[src/rtl/threeadder_stream_unloader.sv]
// threeadder_stream_unloader: loads a, b, c, registers the pairwise and triple sums, and streams them out as x, y, z, f.
module threeadder_stream_unloader #(
  parameter int WIDTH = 8
) (
  input  logic             clk,
  input  logic             rst_n,
  input  logic [WIDTH-1:0] in_data,
  input  logic             in_valid,
  output logic             in_ready,
  output logic [WIDTH-1:0] out_data,
  output logic             out_ovf,
  output logic             out_valid,
  input  logic             out_ready,
  output logic             out_last,
  output logic             busy
);
  typedef enum logic [2:0] {
    LOAD_A, LOAD_B, LOAD_C, COMPUTE, SEND_X, SEND_Y, SEND_Z, SEND_F
  } state_t;
  state_t state_q, state_d;
  logic [WIDTH-1:0] a_q, b_q, c_q, x_q, y_q, z_q, f_q;
  logic [3:0] ovf_q;
  logic [WIDTH:0] sum_x, sum_y, sum_z;
  logic [WIDTH+1:0] sum_f;
  logic in_fire, out_fire;
  assign in_fire  = in_valid && in_ready;
  assign out_fire = out_valid && out_ready;
  assign sum_x = {1'b0, a_q} + {1'b0, b_q};
  assign sum_y = {1'b0, b_q} + {1'b0, c_q};
  assign sum_z = {1'b0, a_q} + {1'b0, c_q};
  assign sum_f = {2'b0, a_q} + {2'b0, b_q} + {2'b0, c_q};
  always_ff @(posedge clk or negedge rst_n) begin
    if (!rst_n) state_q <= LOAD_A;
    else state_q <= state_d;
  end
  always_comb begin
    state_d = state_q;
    case (state_q)
      LOAD_A:  state_d = in_fire ? LOAD_B : LOAD_A;
      LOAD_B:  state_d = in_fire ? LOAD_C : LOAD_B;
      LOAD_C:  state_d = in_fire ? COMPUTE : LOAD_C;
      COMPUTE: state_d = SEND_X;
      SEND_X:  state_d = out_fire ? SEND_Y : SEND_X;
      SEND_Y:  state_d = out_fire ? SEND_Z : SEND_Y;
      SEND_Z:  state_d = out_fire ? SEND_F : SEND_Z;
      SEND_F:  state_d = out_fire ? LOAD_A : SEND_F;
      default: state_d = LOAD_A;
    endcase
  end
  always_ff @(posedge clk or negedge rst_n) begin
    if (!rst_n) begin
      a_q <= '0;
      b_q <= '0;
      c_q <= '0;
    end else if (in_fire) begin
      if (state_q == LOAD_A) a_q <= in_data;
      if (state_q == LOAD_B) b_q <= in_data;
      if (state_q == LOAD_C) c_q <= in_data;
    end
  end
  // results are captured once per frame and held for the whole send phase
  always_ff @(posedge clk or negedge rst_n) begin
    if (!rst_n) begin
      x_q   <= '0;
      y_q   <= '0;
      z_q   <= '0;
      f_q   <= '0;
      ovf_q <= '0;
    end else if (state_q == COMPUTE) begin
      x_q   <= sum_x[WIDTH-1:0];
      y_q   <= sum_y[WIDTH-1:0];
      z_q   <= sum_z[WIDTH-1:0];
      f_q   <= sum_f[WIDTH-1:0];
      ovf_q <= {|sum_f[WIDTH+1:WIDTH], sum_z[WIDTH], sum_y[WIDTH], sum_x[WIDTH]};
    end
  end
  always_comb begin
    in_ready  = state_q inside {LOAD_A, LOAD_B, LOAD_C};
    out_valid = state_q inside {SEND_X, SEND_Y, SEND_Z, SEND_F};
    out_last  = state_q == SEND_F;
    busy      = state_q != LOAD_A;
    out_data  = state_q == SEND_X ? x_q :
                state_q == SEND_Y ? y_q :
                state_q == SEND_Z ? z_q :
                state_q == SEND_F ? f_q : '0;
    out_ovf   = state_q == SEND_X ? ovf_q[0] :
                state_q == SEND_Y ? ovf_q[1] :
                state_q == SEND_Z ? ovf_q[2] :
                state_q == SEND_F ? ovf_q[3] : 1'b0;
  end
endmodule
[config.mk]
export PLATFORM = sky130hd
export DESIGN_NAME = threeadder_stream_unloader
export DESIGN_NICKNAME = d
export VERILOG_FILES = /design/src/rtl/threeadder_stream_unloader.sv
export SDC_FILE = /design/constraint.sdc
export NUM_CORES = 1
export LEC_CHECK = 0
export ABC_AREA = 1
export BUFFER_PORTS_ARGS = -buffer_cell sky130_fd_sc_hd__buf_2
export CORE_ASPECT_RATIO = 1.1
export CORE_MARGIN = 4
export CORE_UTILIZATION = 55
export DETAILED_ROUTE_END_ITERATION = 12
export PLACE_DENSITY = 0.73
export RECOVER_POWER = 100
export SETUP_SLACK_MARGIN = 0.15
export SYNTH_ARGS = -nofsm -noshare
export SYNTH_HDL_FRONTEND = slang
export SYNTH_SLANG_ARGS = --single-unit
[constraint.sdc]
create_clock -name clk -period 2.65 [get_ports clk]
set_input_delay 0.265 -clock clk [delete_from_list [all_inputs] [get_ports clk]]
set_output_delay 0.265 -clock clk [all_outputs]
set_load 0.02 [all_outputs]
# --- Word-level counts from Yosys, hierarchy flattened ---
# Cells that the tools add are included.
word_totals:
  regBits: 63
  input_bits: 12
  output_inout_bits: 13
  elab_cells: 47
classes:
  n_addsub: 5
  n_eq_ne: 7
  muxes: 16
  n_reduce_logical: 10
op_table:
  columns: ["cell", "n"]
  rows:
  - ["$add A8 B8 Y9", 4]
  - ["$mux W8", 4]
  - ["$pmux W3 S8", 1]
  - ["$eq A3 B3 Y1 const B", 4]
  - ["$add A9 B8 Y10", 1]
  - ["$mux W1", 8]
  - ["$eq A3 B2 Y1 const B", 2]
  - ["$reduce_and A2 Y1", 3]
  - ["$reduce_bool A3 Y1", 2]
  - ["$mux W2", 2]
  - ["$reduce_bool A4 Y1", 1]
  - ["$eq A3 B1 Y1 const B", 1]
  - ["$logic_not A3 Y1", 1]
  - ["$mux W3", 1]
  - ["$logic_and A1 B1 Y1", 2]
  - ["$reduce_or A2 Y1", 1]

# --- Longest topological paths before layout ---
depth:
  ltp_word: 5
  depth_mapped: 12
  depth_no_buf: 12

# --- Worst setup path after synthesis ---
# OpenSTA, ideal clock, no wires.
synth_path:
  path_kind: "reg-to-reg"
  startpoint: "reg a_q[1]"
  endpoint: "reg ovf_q[3]"
  setup_time_ns: 0.113
  arrival_ns: 2.010
  path_slack_ns: 0.527
  stages_incl_launch_ff: 10
  path_buffers: 0
  period_less_slack_ns: 2.123
  path_cell_list: "dfrtp_1 -> fa_1 -> ha_1 -> fa_1 -> nand3_1 -> nand2_1 -> a21oi_1 -> nand3_1 -> nand2_1 -> inv_1"
synth_between:
  elab_chain_cells: 3
synth_rtl:
  columns: ["item", "line", "source"]
  rows:
  - ["start, declared", "21", "logic [WIDTH-1:0] a_q, b_q, c_q, x_q, y_q, z_q, f_q;"]
  - ["start signal, assigned", "56", "if (state_q == LOAD_A) a_q <= in_data;"]
  - ["$add A8 B8 Y9", "31", "assign sum_f = {2'b0, a_q} + {2'b0, b_q} + {2'b0, c_q};"]
  - ["$add A9 B8 Y10", "31", null]
  - ["$reduce_or A2 Y1", "74", "ovf_q <= {|sum_f[WIDTH+1:WIDTH], sum_z[WIDTH], sum_y[WIDTH], sum_x[WIDTH]};"]
  - ["end signal, assigned", "74", null]
  - ["end, declared", "22", "logic [3:0] ovf_q;"]
# No other way between the ends.
# A chain may end at the register's enable or synchronous reset.

# --- Final worst setup path ---
# Same ends and word-level chain as after synthesis.

==> flow_metrics.py <==
metrics = {
    "clocking": {
        "path_clk_slew_ns": 0.07,
        "root_buffer": "clkbuf_8",
        "cts_tree": "done",
        "cts_inserted_buffers": 9,
        "clock_path_buffers": 2,
        "insertion_delay_ns": 0.34,
        "cts.sinks": 63,
        "cts.repair.resized": 0,
        "cts_setup_buffers": 0,
        "htreeDepth": 3,
    },
    "routing": {
        "wirelength_mm": 9.03,
        "via_per_inst": 5.18,
        "dr_total_vias": 3356,
        "wl_per_cell_um": 13.9,
        "first_pass_iters": 4,
        "drt-initial-drc-count": 132,
        "drc": 0,
        "antenna_left": 0,
    },
    "grt": {
        "grt_pass1_wl_mm": 15.7,
        "grt_max_degree": 64,
        "grt_overflow": 0,
        "grt_pass1_vias": 3301,
        "grtUsageTotal_pct": 21.7,
        "antenna_found_initial": 0,
    },
    "timing": {
        "tightestPinTransition_ns": 1.54,
        "finalClockSkew_ns": 0.00885,
        "fin_crit_sh_pct": 86.0,
        "period_needed_ns": 2.28,
        "rsz0062_at_grt": "no",
        "hold-worst-slack_ns": 0.136,
        "drv_slew": 64,
        "setup_violations": 0,
        "fin_setup_tns_ns": 0,
        "hold_violations": 0,
        "fmax_ghz": 0.439,
        "relSlewSlack_pct": -2.97,
    },
    "worst_setup_path": {
        "cp.required_ns": 2.89,
        "max_stage_delay_ns": 0.51,
        "path_cells": "fa_1, ha_1, fa_1, nand3_1, nand2_1, a21oi_1, nand3_1, nand2_1, inv_1",
        "crit_type": "reg -> reg",
        "crit_fanout": 6,
        "cp_slowest_cell": "fa_1",
        "path_depth": 9,
        "worstPathBufferInverterCount": 1,
        "cp-start-kind": "flop",
        "worstPathArrival_ns": 2.52,
        "crit_path_end_kind": "flop",
        "crit_family": "adder cells",
        "reg2reg_depth": 9,
    },
    "logic_synthesis": {
        "yosysWarnings": 0,
        "synth.distinct_cells": 35,
        "syn_nets": 569,
        "avgSynthCellArea_um2": 8.22,
        "synthArstFlopShare_pct": 100,
        "synth-edff-count": 0,
        "netlist_area_mm2": 0.00422,
        "synth-seq-cells": 63,
        "synthFlopType": "dfrtp_1",
        "synthCells": 514,
        "ys_seq_area_share_pct": 37.3,
    },
    "final_layout": {
        "fin_area_mm2": 0.00446,
        "diodes": 0,
        "fill_cells": 705,
        "fin_nets": 593,
        "synthToLayoutAreaGrowth_pct": 5.72,
        "drive_gt1_share_pct": 7.55,
    },
    "placement": {
        "gp_congestion": 0.845,
        "place_area_mm2": 0.00437,
        "hpwl_mm": 6.67,
        "io_buffers": 24,
    },
    "floorplanning": {
        "design.core.area_mm2": 0.00747,
        "std_cell_rows": 33,
        "initial_utilization_pct": 56.5,
        "die_w_um": 91.5,
        "num_io_pins": 25,
        "dieArea_mm2": 0.00915,
        "fp.dieH_um": 99.9,
    },
    "hold_path": {
        "hold_path.class": "in -> reg",
        "hold_depth": 2,
    },
    "power": {
        "pwr_density_cell_mw_per_mm2": 1480,
        "ir_drop_v": 0.000648,
        "power_mw": 6.60,
        "p_leak_nw": 2.36,
    },
    "outcome": {
        "status": "finished, violations left",
        "violations": "max-capacitance violations, max-slew violations",
    },
    "flow_run": {
        "max_cap_viol_count": 1,
    },
}
-- stage by stage --
| stage | util (%) | instances | setup slack [ns] |
|---|---|---|---|
| 3_5_place_dp | 58.4 | 631 | 0.363 |
| 4_1_cts | 61.6 | 648 | 0.347 |
| 3_3_place_gp | 58.4 | 631 | 0.418 |
| 2_1_floorplan | - | 514 | 0.527 |
| 5_1_grt | 59.7 | 648 | 0.209 |
| 6_report | 59.7 | 648 | 0.371 |
-- power by group --
group	internal [mW]	switching (mW)
Sequential	1.39	0.470
Clock	0.581	0.354
Combinational	1.49	2.31
Total	3.46	3.14
-- synth_stat cells (5+ instances only) --
cell type / instances / area (um^2)
a21oi_1: 19 / 95.1
a22oi_1: 9 / 67.6
buf_4: 5 / 37.5
buf_6: 9 / 101
dfrtp_1: 63 / 1580
fa_1: 12 / 240
ha_1: 31 / 388
inv_1: 45 / 169
nand2_1: 186 / 698
nand3_1: 44 / 220
nand3b_1: 6 / 45.0
nor2_1: 10 / 37.5
o21ai_0: 11 / 55.1
o21ai_1: 15 / 75.1
o21ai_2: 14 / 123
xnor2_1: 9 / 78.8
-- path summary, 6_finish.rpt --
check	slack (ns)	start	endpoint
min in group asynchronous	0.92	rst_n	f_q[2]
setup / recovery	0.37	a_q[1]	ovf_q[3]
hold / removal	0.14	out_ready	state_q[2]
max in group asynchronous	0.77	rst_n	f_q[1]
setup reg to reg	0.37	a_q[1]	ovf_q[3]
hold reg to reg	0.48	x_q[5]	x_q[5]
-- layout make-up --
class | count | area (um^2) | area share, %
sequential | 63 | 1580 | 35.3
inverter | 50 | 190 | 4.26
clock inverter | 3 | 65.1 | 1.46
timing repair buffer | 28 | 131 | 2.94
tap | 105 | 131 | 2.94
clock buffer | 13 | 159 | 3.56
multi-input combinational | 386 | 2210 | 49.5
-- repair_timing --
action / CTS / global route
setup endpoints to repair: 0 / 0
hold buffers: 1 / 0
hold endpoints to repair: 63 / 0
-- per-layer routing --
layer  global-route usage, %  wire length (um)
met1                    30.5              4590
met2                    34.6              4070
met3                    2.77               245
met4                    7.66               119
met5                       0                 0
-- cell families (layout without fill, tap and decap cells) --
kind of cell | count (synthesis) | after routing | synth area share, %
buffers and inverters | 65 | 94 | 8.00
AO/OA/AOI/OAI | 72 | 72 | 10.6
flip-flops | 63 | 63 | 37.3
AND/OR/NAND/NOR | 261 | 261 | 27.1
XOR/XNOR | 10 | 10 | 2.07
adder cells (fa/ha/maj) | 43 | 43 | 14.9
-- state kept, by name (all words and copies together) (netlist names) --
signal,count
a_q,8
b_q,8
c_q,8
f_q,8
ovf_q,4
state_q,3
x_q,8
y_q,8
z_q,8
-- cell usage in the layout (no fill, tap or decap), types with 2 or more instances in the layout --
cell type   count
clkbuf_8       11
o21ai_2         3
xnor2_1         9
clkinvlp_2      2
or2_2           4
o21ai_0        34
bufinv_16       2
a21oi_1        19
fa_1           12
o21ai_1         3
nand2_1       187
nand3b_1        6
inv_1          46
nand3_1        47
dfrtp_1        63
nor2_1         11
clkbuf_1       15
buf_2          11
a22oi_1         9
ha_1           31
clkbuf_2        2
nand4_1         2
Power figures use the tool's default switching activity.
